File: src/rtl/wb_forward.sv
// Writeback/bypass stage: holds one pending register-file write, forwards it onto
// the operand read path, and stalls issue on load-use and load/ALU collisions.
//
// state | meaning
// IDLE  | no load in flight; ALU results captured directly
// LOAD  | load data arrives on mem_data this cycle, destination in ld_pend
module wb_forward #(
  parameter int pw = 3
) (
  input  logic          clk,
  input  logic          reset,
  input  logic          alu_valid,
  input  logic [pw:0]   alu_addr,
  input  logic [7:0]    alu_data,
  input  logic          ld_valid,
  input  logic [pw:0]   ld_addr,
  input  logic [7:0]    mem_data,
  input  logic [pw:0]   rd_addrA,
  input  logic [pw:0]   rd_addrB,
  input  logic [7:0]    regA_in,
  input  logic [7:0]    regB_in,
  output logic          wr_en,
  output logic [pw:0]   wr_addr,
  output logic [7:0]    dat_out,
  output logic [7:0]    datA_out,
  output logic [7:0]    datB_out,
  output logic          stall
);

  typedef enum logic {IDLE, LOAD} state_t;

  state_t      state, state_nxt;
  logic [pw:0] ld_pend, ld_pend_nxt;
  logic        wb_valid, wb_valid_nxt;
  logic [pw:0] wb_addr, wb_addr_nxt;
  logic [7:0]  wb_data, wb_data_nxt;

  always_ff @(posedge clk or posedge reset) begin
    if (reset) begin
      state    <= IDLE;
      ld_pend  <= '0;
      wb_valid <= 1'b0;
      wb_addr  <= '0;
      wb_data  <= '0;
    end else begin
      state    <= state_nxt;
      ld_pend  <= ld_pend_nxt;
      wb_valid <= wb_valid_nxt;
      wb_addr  <= wb_addr_nxt;
      wb_data  <= wb_data_nxt;
    end
  end

  always_comb begin
    stall = (state == LOAD) &&
            (alu_valid || (ld_pend != '0 && (rd_addrA == ld_pend || rd_addrB == ld_pend)));
  end

  always_comb begin
    state_nxt    = state;
    ld_pend_nxt  = ld_pend;
    wb_valid_nxt = 1'b0;
    wb_addr_nxt  = wb_addr;
    wb_data_nxt  = wb_data;
    case (state)
      IDLE: begin
        if (ld_valid) begin
          state_nxt   = LOAD;
          ld_pend_nxt = ld_addr;
        end
        if (alu_valid && alu_addr != '0) begin
          wb_valid_nxt = 1'b1;
          wb_addr_nxt  = alu_addr;
          wb_data_nxt  = alu_data;
        end
      end
      LOAD: begin
        // Load data is captured even when stalled; the held request replays next cycle.
        if (ld_pend != '0) begin
          wb_valid_nxt = 1'b1;
          wb_addr_nxt  = ld_pend;
          wb_data_nxt  = mem_data;
        end
        if (!stall && ld_valid) begin
          ld_pend_nxt = ld_addr;
        end else begin
          state_nxt = IDLE;
        end
      end
      default: state_nxt = IDLE;
    endcase
  end

  assign wr_en   = wb_valid;
  assign wr_addr = wb_addr;
  assign dat_out = wb_data;

  always_comb begin
    if (rd_addrA == '0)
      datA_out = 8'h00;
    else if (wb_valid && wb_addr == rd_addrA)
      datA_out = wb_data;
    else
      datA_out = regA_in;

    if (rd_addrB == '0)
      datB_out = 8'h00;
    else if (wb_valid && wb_addr == rd_addrB)
      datB_out = wb_data;
    else
      datB_out = regB_in;
  end

endmodule

File: config.mk
export PLATFORM = sky130hd
export DESIGN_NAME = wb_forward
export DESIGN_NICKNAME = d
export VERILOG_FILES = /design/src/rtl/wb_forward.sv
export SDC_FILE = /design/constraint.sdc
export NUM_CORES = 1
export LEC_CHECK = 0
export CORE_MARGIN = 5
export CORE_UTILIZATION = 25
export CTS_CLUSTER_SIZE = 28
export DETAILED_ROUTE_END_ITERATION = 8
export DONT_BUFFER_PORTS = 1
export PLACE_DENSITY_LB_ADDON = 0.3
export SYNTH_ARGS = -nofsm -noshare
export SYNTH_HDL_FRONTEND = slang
export SYNTH_SLANG_ARGS = --single-unit
File: constraint.sdc
create_clock -name clk -period 3.7 [get_ports clk]
set_clock_uncertainty 0.05 [all_clocks]
set_input_delay 1.11 -clock clk [delete_from_list [all_inputs] [get_ports clk]]
set_output_delay 1.11 -clock clk [all_outputs]
set_load 0.02 [all_outputs]
==> flow_results.org <==
** Cells and area
- Share of post-route cells with drive strength above 1 :: 13.0%
- Fill cell instance count of the final layout :: 620
- 0 antenna diodes ended up in the layout.
- Summing all flip-flop and latch instances after layout gives 450 µm².
- Relative to the synthesized area, the layout overhead comes to 16.0%.
- Number of nets in the layout :: 239
- Area of the multi-input gates :: 885 µm²

** Power and ir drop
- Leakage component of the power :: 0.603 nW
- Of the total power, registers draw 44.9%.
- Of the total power, the share spent switching nets is 48.5%.
- Internal power comes to 0.501 mW.
- Switch Pwr :: 0.471 mW
- Part of the total power dissipated in the clock network :: 13.9%
- VDD sags by at most 0.153 mV.
- Dividing total power by cell area gives a power density of 603 nW/µm².
- Combinational logic is responsible for 41.2% of the overall power.

** Clock network
- Source-to-sink clock delay at the later pin of the worst-skew pair :: 250 ps
- Once the clock tree was built, the setup fixing pass inserted 0 buffers.
- The root buffer cell chosen for the clock tree is clkbuf_8.
- TritonCTS buffer count :: 3
- Total of hold buffers inserted after clock tree synthesis :: 0
- Clock-pin slew was measured on the worst setup and hold paths at 70 ps.
- TritonCTS clock tree :: built
- Counting every sink on the clock net gives 18.
- The longest clock path from root to sink contains 2 buffers.
- Number of levels in the clock H-tree :: 1
- CTS resizes :: 0

** Floorplanning
- Once the floorplan was initialized, standard cells occupied 25.6% of the core.
- Horizontal die dimension :: 84.6 µm
- The floorplan has 27 rows.
- 82 I/O pins were placed.
- The core region is 5440 µm².
- Die Ht :: 84.6 µm
- The die covers 7150 µm².

** Yosys
- Cell types occupying the most area after synthesis :: dfrtp_1 32%, a21oi_1 10%, xnor2_1 10%, nand3_1 7.9%, o21ai_0 6.1%
- Counting flops and latches in the post-synthesis netlist gives 18.
- After synthesis, the netlist uses 23 different library cells.
- Cell accounting for the most synthesized area :: dfrtp_1
- A synthesized cell averages 8.08 µm².
- Sequential elements use 32.4% of the synthesized area.
- Total nets after synthesis :: 224
- Post-synth top area share :: 32.4%
- Instance count of the mapped netlist :: 172
- The cell area that synthesis handed to floorplanning was 1390 µm².
- Yosys Warn Count :: 0

** Routing
- In this run the remaining antenna-violating nets after routing total 0.
- Detailed routing inserted a total of 1325 vias.
- The final layout contains routed wiring with a total length of 4.49 mm.
- After detailed routing, the number of vias per cell comes to 5.16.
- After the first detailed-routing iteration, the DRC count stood at 44.
- Drt wl/cell :: 17.5 µm
- Post-route DRC violation count :: 0
- The pre-antenna-repair detailed-routing pass consisted of 4 iterations.

** STA
- The total count of max-transition violations in the final report is 0.
- Least-Margin Pin Slew :: 801 ps
- Final Critical Period :: 3280 ps
- The number of hold-slack violations in the final timing report is 0.
- Setup repair after global routing missed its margin :: false
- For this run, the top clock speed supported by timing is 0.305 GHz.
- Adding up every negative setup slack in the final design gives 0 ps.
- Remaining max-slew budget at the tightest pin :: 46.6%
- Final Hold Slack :: 663 ps
- Final setup violation count :: 0
- Post-route clock period utilization :: 88.7%

** Min path
- In this run the worst hold path is classified as reg2reg.

** Global routing
- In the global route stage, met1 resource usage came out at 15.6%.
- Largest net degree at the start of global routing :: 26
- Remaining global-route overflow :: 0
- Global routing consumed, over all layers together, 11.8% of the routing resources.
- The first global-routing pass estimated 6.76 mm of wire.
- The number of global-route vias before repair came to 1321.
- In this run the most used layer during global routing was met2.
- Global routing consumed, on the met3 layer, 2.85% of the routing resources.
- Initial antenna violation count :: 0
- GRT met2 Usage :: 18.4%

** Critical path
- Req. time, crit path :: 2540 ps
- Critical path arrival :: 2120 ps
- Of all nets on the critical path, the largest fanout is 8.
- The worst setup path is of the in2out kind.
- Critical path endpoint category :: output port
- The worst setup path is launched from a primary input.

** Placement
- HPWL after DPL :: 3.66 mm
- Routability-driven placement congestion ratio :: 0.766
- Number of input and output port buffers inserted :: 0

** Outcome
- The flow ran to the end, and the final reports show no timing, DRC or antenna violations.

** Job
- Max-capacitance violation count :: 0
-- sequential cells by signal, summed over array words and instances (netlist names) --
signal,flops
state,1
ld_pend,4
wr_en,1
dat_out,8
wr_addr,4
-- final cells by class --
cell class,instances,area share (%)
multi-input cells,144,54.8
flip-flops and latches,18,27.9
repair buffers,19,8.84
well taps,72,5.59
clock buffers,3,2.56
inverters,1,0.233
-- synth_stat cells --
cell type / n
a21boi_0: 4
a21oi_1: 28
a31oi_1: 4
and2_1: 3
and3_1: 6
buf_2: 2
buf_6: 2
clkbuf_1: 5
dfrtp_1: 18
inv_1: 1
mux2i_1: 8
nand2_1: 7
nand2b_1: 5
nand3_1: 22
nand4_1: 2
nor2_1: 12
nor4_1: 3
o211a_1: 1
o211ai_1: 4
o21ai_0: 17
o21ai_4: 1
o41ai_4: 1
xnor2_1: 16
-- power by group through the flow --
| stage | Sequential, mW | Combinational, mW | Clock (mW) |
|---|---|---|---|
| final | 0.437 | 0.400 | 0.135 |
| after global routing | 0.452 | 0.444 | 0.147 |
| after CTS | 0.441 | 0.406 | 0.141 |
| after detailed placement | 0.445 | 0.405 | 0 |
| after global placement | 0.446 | 0.400 | 0 |
| after floorplan | 0.386 | 0.333 | 0 |
-- cells in the final DEF, fill, tap and decap left out --
cell type | synthesis | final
a21oi_1 | 28 | 28
nand3_1 | 22 | 22
buf_4 | 0 | 19
dfrtp_1 | 18 | 18
o21ai_0 | 17 | 17
xnor2_1 | 16 | 16
nor2_1 | 12 | 12
mux2i_1 | 8 | 8
nand2_1 | 7 | 7
and3_1 | 6 | 6
nand2b_1 | 5 | 5
a31oi_1 | 4 | 4
a21boi_0 | 4 | 4
o211ai_1 | 4 | 4
nor4_1 | 3 | 3
and2_1 | 3 | 3
clkbuf_8 | 0 | 3
nand4_1 | 2 | 2
o41ai_4 | 1 | 1
o21ai_4 | 1 | 1
o211a_1 | 1 | 1
inv_1 | 1 | 1
-- final timing paths --
kind                                         from                     end  slack [ps]  depth (start not counted)
max                                   rd_addrA[1]             datA_out[6]         420                          5
min                        ld_pend[2]$_DFFE_PP0P_  wr_addr[2]$_DFFE_PP0P_         660                          2
max reg2reg                       state$_DFF_PP0_  ld_pend[1]$_DFFE_PP0P_        1720                          4
min reg2reg                ld_pend[2]$_DFFE_PP0P_  wr_addr[2]$_DFFE_PP0P_         660                          2
max in group asynchronous                   reset         wr_en$_DFF_PP0_        2350                          1
min in group asynchronous                   reset  wr_addr[3]$_DFFE_PP0P_         800                          1
-- cells by family after synthesis --
family,Yosys count,share of synthesized area [%]
compound gates,60,26.2
simple gates,60,21.6
flops,18,32.4
xor+xnor,16,10.1
buf+inv,10,3.96
mux,8,5.76
-- stage by stage --
stage	setup slack (ps)	utilization (%)	cell area [µm²]	total power [mW]	cells
2_1_floorplan	321	-	1390	0.719	172
3_3_place_gp	408	28.9	1570	0.846	254
3_5_place_dp	398	28.9	1570	0.850	254
4_1_cts	397	29.7	1610	0.988	257
5_1_grt	292	29.7	1610	1.04	257
6_report	419	29.7	1610	0.972	257
-- critical path, stage by stage --
cell and delay, ps:
xnor2_1 190, and3_1 370, nand3_1 140, a21oi_1 150
buf_4 160
-- layer usage --
metal | up-vias | routed length, µm
li1 | 652 | -
met1 | 620 | 2020
met2 | 51 | 2060
met3 | 2 | 365
met4 | 0 | 41
met5 | - | 0
Note: power is estimated with default switching activity, not from simulation.
